[src/rtl/mips_fetch_queue.sv]
// mips_fetch_queue: instruction fetch FSM feeding an IF/ID queue, flushed by taken-branch redirects
module mips_fetch_queue #(
  parameter int DEPTH = 4,
  parameter logic [9:0] RESET_PC = 10'd0
) (
  input  logic                     clk,
  input  logic                     rst,
  output logic                     imem_req,
  output logic [9:0]               imem_addr,
  input  logic                     imem_ack,
  input  logic [31:0]              imem_rdata,
  input  logic                     redirect,
  input  logic [9:0]               redirect_pc,
  input  logic                     halt,
  output logic                     out_valid,
  input  logic                     out_ready,
  output logic [31:0]              out_ir,
  output logic [31:0]              out_npc,
  output logic [$clog2(DEPTH):0]   count
);
  localparam int AW = $clog2(DEPTH);
  localparam logic [AW:0] FULL = (AW+1)'(DEPTH);
  typedef enum logic [1:0] {IDLE, WAIT, DRAIN} state_t;
  state_t state;
  logic [9:0] fpc;
  logic [AW-1:0] wr_ptr, rd_ptr;
  logic [31:0] q_ir [DEPTH];
  logic [31:0] q_npc [DEPTH];
  logic push, pop, go;
  logic [AW:0] count_next;
  logic [9:0] next_addr;
  logic [31:0] npc;
  assign push = state == WAIT && imem_ack && !redirect;
  assign pop = out_valid && out_ready && !redirect;
  assign count_next = count + (AW+1)'(push) - (AW+1)'(pop);
  assign go = !halt && count_next < FULL;
  assign next_addr = imem_addr + 10'd1;
  assign npc = {22'd0, imem_addr} + 32'd1;
  assign imem_req = state != IDLE;
  assign out_valid = count != '0;
  assign out_ir = q_ir[rd_ptr];
  assign out_npc = q_npc[rd_ptr];
  always_ff @(posedge clk or posedge rst) begin
    if (rst) begin
      state <= IDLE;
      fpc <= RESET_PC;
      imem_addr <= RESET_PC;
      count <= '0;
      wr_ptr <= '0;
      rd_ptr <= '0;
      for (int i = 0; i < DEPTH; i++) begin
        q_ir[i] <= '0;
        q_npc[i] <= '0;
      end
    end else begin
      count <= redirect ? '0 : count_next;
      wr_ptr <= redirect ? '0 : wr_ptr + AW'(push);
      rd_ptr <= redirect ? '0 : rd_ptr + AW'(pop);
      if (push) begin
        q_ir[wr_ptr] <= imem_rdata;
        q_npc[wr_ptr] <= npc;
      end
      if (redirect) fpc <= redirect_pc;
      else if (push) fpc <= next_addr;
      case (state)
        IDLE: if (!redirect && go) begin
          state <= WAIT;
          imem_addr <= fpc;
        end
        // a redirect with the ack in hand can drop the data now; otherwise the live request must drain
        WAIT: if (redirect) state <= imem_ack ? IDLE : DRAIN;
          else if (imem_ack) begin
            if (go) imem_addr <= next_addr;
            else state <= IDLE;
          end
        DRAIN: if (imem_ack) state <= IDLE;
        default: state <= IDLE;
      endcase
    end
  end
endmodule

[config.mk]
export PLATFORM = sky130hd
export DESIGN_NAME = mips_fetch_queue
export DESIGN_NICKNAME = d
export VERILOG_FILES = /design/src/rtl/mips_fetch_queue.sv
export SDC_FILE = /design/constraint.sdc
export NUM_CORES = 1
export LEC_CHECK = 0
export ABC_AREA = 1
export BUFFER_PORTS_ARGS = -buffer_cell sky130_fd_sc_hd__buf_2
export CORE_ASPECT_RATIO = 1.5
export CORE_MARGIN = 10
export CORE_UTILIZATION = 40
export DETAILED_ROUTE_END_ITERATION = 10
export GPL_TIMING_DRIVEN = 1
export PLACE_DENSITY = 0.59
export SETUP_SLACK_MARGIN = 0.4
export SLEW_MARGIN = 15
export SYNTH_ARGS = -nofsm -noshare
export SYNTH_HDL_FRONTEND = slang
export SYNTH_SLANG_ARGS = --single-unit
[constraint.sdc]
create_clock -name clk -period 7.5 [get_ports clk]
set_clock_uncertainty 0.05 [all_clocks]
set_input_delay 1.5 -clock clk [delete_from_list [all_inputs] [get_ports clk]]
set_output_delay 1.5 -clock clk [all_outputs]
set_load 0.05 [all_outputs]
==> flow_metrics.tcl <==
set metrics [dict create \
    status "finished clean" \
    r2r_start "state[1]$_DFFE_PP0P_" \
    first_global_vias 7731 \
    maxSlewViolCount 0 \
    max_stage_delay_ps 610 \
    report.power.total_mw 4.06 \
    synth_cell_type_count 32 \
    end_kind "output pin" \
    post-route-min-period_ps 4270 \
    boundaryPins 127 \
    place_area_sq_mm 0.0101 \
    drive_gt1_share_pct 21.1 \
    initial_core_util_pct 40.5 \
    powerDensity_mw_per_mm2 377 \
    finalSetupViolCount 0 \
    clock_path_buffers 3 \
    cts-resized-gates 0 \
    crit_type "reg2out" \
    vias_per_cell 4.95 \
    grt_max_degree 125 \
    drtPass1Iterations 5 \
    antenna_left 0 \
    final.fill_count 2408 \
    cts_hold_repair.buffers 0 \
    hp-class "reg2reg" \
    path_max_fanout 58 \
    fmax_mhz 234 \
    antenna_found_initial 0 \
    drtIter0Drc 461 \
    num_vias 7404 \
    startpoint_type "flip-flop" \
    cp.buffers_inverters 3 \
    core_sq_mm 0.0237 \
    worstPathRequired_ps 5950 \
    gp_congestion 0.764 \
    clk_latency_ps 490 \
    layout_commonest_cell "nand2_1" \
    rrSetupSlack_ps 4310 \
    grt_setup_unrepaired "no" \
    nets 1219 \
    slowest_stage "buf_4" \
    finalHoldViolCount 0 \
    layout_common_cells "nand2_1 (279), dfrtp_1 (200), o21ai_0 (120), buf_2 (105), nor2_1 (103)" \
    grt_pass1_wl_mm 39.8 \
    post_cts_buffers 0 \
    post_drt_wl_per_cell_um 16.1 \
    yosys_warnings 0 \
    fin_crit_sh_pct 57.0 \
    tns_ps 0 \
    numCtsBuffers 21 \
    holdWs_ps 425 \
    critPathTopFamily "buffers and inverters" \
    track_usage_pct 15.4 \
    synth_seq_cells 201 \
    arrival_ps 2720 \
    antennaDiodeCount 0 \
    wl_mm 24.0 \
    rows 69 \
    die_w_um 147 \
    final_cell_area_sq_mm 0.0108 \
    grt_overflow 0 \
    worst_slew_pin_slew_ps 1070 \
    ys_seq_area_share_pct 52.3 \
    cts_sinks 201 \
    htree_levels 1 \
    numPortBuffers 105 \
    max_slew_margin_pct 29.0 \
    post-route-drc-count 0 \
    synthCells 1098 \
    fp.dieH_um 210 \
    seq_area_sq_mm 0.00503 \
    synthToLayoutAreaGrowth_pct 11.8 \
    dieArea_sq_mm 0.0308 \
    min-delay-start "q_npc[40]$_DFFE_PP0P_" \
    clk_pin_slew_ps 60 \
    cap_violations 0 \
    syn_area_per_cell_sq_um 8.77 \
    crit_start "rd_ptr[0]$_DFF_PP0_" \
    multi_input_area_sq_mm 0.00383 \
    dp_hpwl_mm 15.0 \
    synth.cell_area_sq_mm 0.00962 \
    root_buffer "clkbuf_16" \
    path_cells "inv_2 -> buf_4 -> o21ai_0 -> o22ai_1 -> buf_2" \
    ir_worst_vdd_v 0.000221 \
    p_leak_nw 5.44 \
    cts_tree "built" \
]
-- cells in the mapped netlist --
master	n	area, sq um
nand4_1	2	12.5
nand2_2	11	68.8
nand3b_1	1	7.51
o211ai_1	5	37.5
nor3_1	3	15.0
a21oi_1	4	20.0
inv_4	1	6.26
nand3_4	1	17.5
dfrtp_1	201	5030
a21o_1	1	7.51
nand2_1	279	1050
xor2_1	1	8.76
o21ai_1	47	235
inv_2	3	11.3
inv_1	64	240
clkbuf_1	33	124
o22ai_1	46	288
xnor2_1	2	17.5
nand3_2	3	30.0
buf_6	25	282
buf_2	9	45.0
nor2_1	103	387
o21ai_2	83	727
o21ai_0	120	601
o21bai_1	1	7.51
and2_1	2	12.5
clkbuf_2	1	5.00
buf_4	21	158
nand3_1	18	90.1
conb_1	1	3.75
fa_1	1	20.0
ha_1	5	62.6
-- kinds of logic (layout without fill, tap and decap cells) --
group	Yosys count	count (layout)	synth area share, %
flops	201	201	52.3
buf+inv	157	216	9.05
fa+ha+maj	6	6	0.858
compound gates	307	307	20.0
xor+xnor	3	3	0.273
other cells	1	21	0.0390
simple gates	423	423	17.5
-- sequential cells by signal, summed over array words and instances (netlist names) --
register / cells
rd_ptr: 2
q_ir: 128
q_npc: 44
fpc: 10
wr_ptr: 2
count: 3
state: 2
imem_addr: 10
-- where the power goes --
| group | switching (mW) | total, mW | internal [mW] |
|---|---|---|---|
| clock | 0.407 | 1.00 | 0.598 |
| sequential | 0.136 | 1.41 | 1.27 |
| combinational | 1.26 | 1.64 | 0.385 |
| total | 1.80 | 4.06 | 2.26 |
-- per-layer routing --
| layer | global-route usage, % | vias up | wire length (um) |
|---|---|---|---|
| met1 | 18.6 | 3516 | 10400 |
| met2 | 27.2 | 163 | 11900 |
| met5 | 0 | - | 0 |
| li1 | - | 3683 | - |
| met3 | 2.79 | 42 | 1150 |
| met4 | 4.98 | 0 | 604 |
-- worst reg2reg max path, cell delays in order (launching register included) --
cell and delay [ps]:
dfrtp_1 410, inv_2 80, nand2_2 180, inv_4 200
nand3_4 130, ha_1 320, inv_1 60, ha_1 130
inv_1 40, fa_1 370, inv_1 60, nand2_1 50
nand2_1 60, nand2_1 40, nand2_1 100, nand2_1 70
nor2_1 520, o21ai_0 170
-- path summary, 6_finish.rpt --
check,endpoint,cells after the start
max in group asynchronous,q_ir[5]$_DFFE_PP0P_,3
max reg2reg,imem_addr[4]$_DFFE_PP0P_,17
min,q_npc[40]$_DFFE_PP0P_,2
min in group asynchronous,count[1]$_DFF_PP0_,2
min reg2reg,q_npc[40]$_DFFE_PP0P_,2
max,out_ir[6],5
-- final cells by class --
cell class,instances,share of cell area (%)
Sequential cell,201,46.7
Multi-Input combinational cell,760,35.5
Clock buffer,33,5.77
Timing Repair Buffer,113,5.44
Tap cell,319,3.71
Inverter,68,2.46
Clock inverter,2,0.326
-- through the flow --
step / utilization (%) / std cells / worst slack (ps)
2_1_floorplan: - / 1118 / 468
6_report: 45.3 / 1496 / 3230
5_1_grt: 45.3 / 1496 / 3030
3_3_place_gp: 42.6 / 1461 / 3290
3_5_place_dp: 42.6 / 1461 / 3200
4_1_cts: 45.3 / 1496 / 3210
Note: power is estimated with default switching activity, not from simulation.
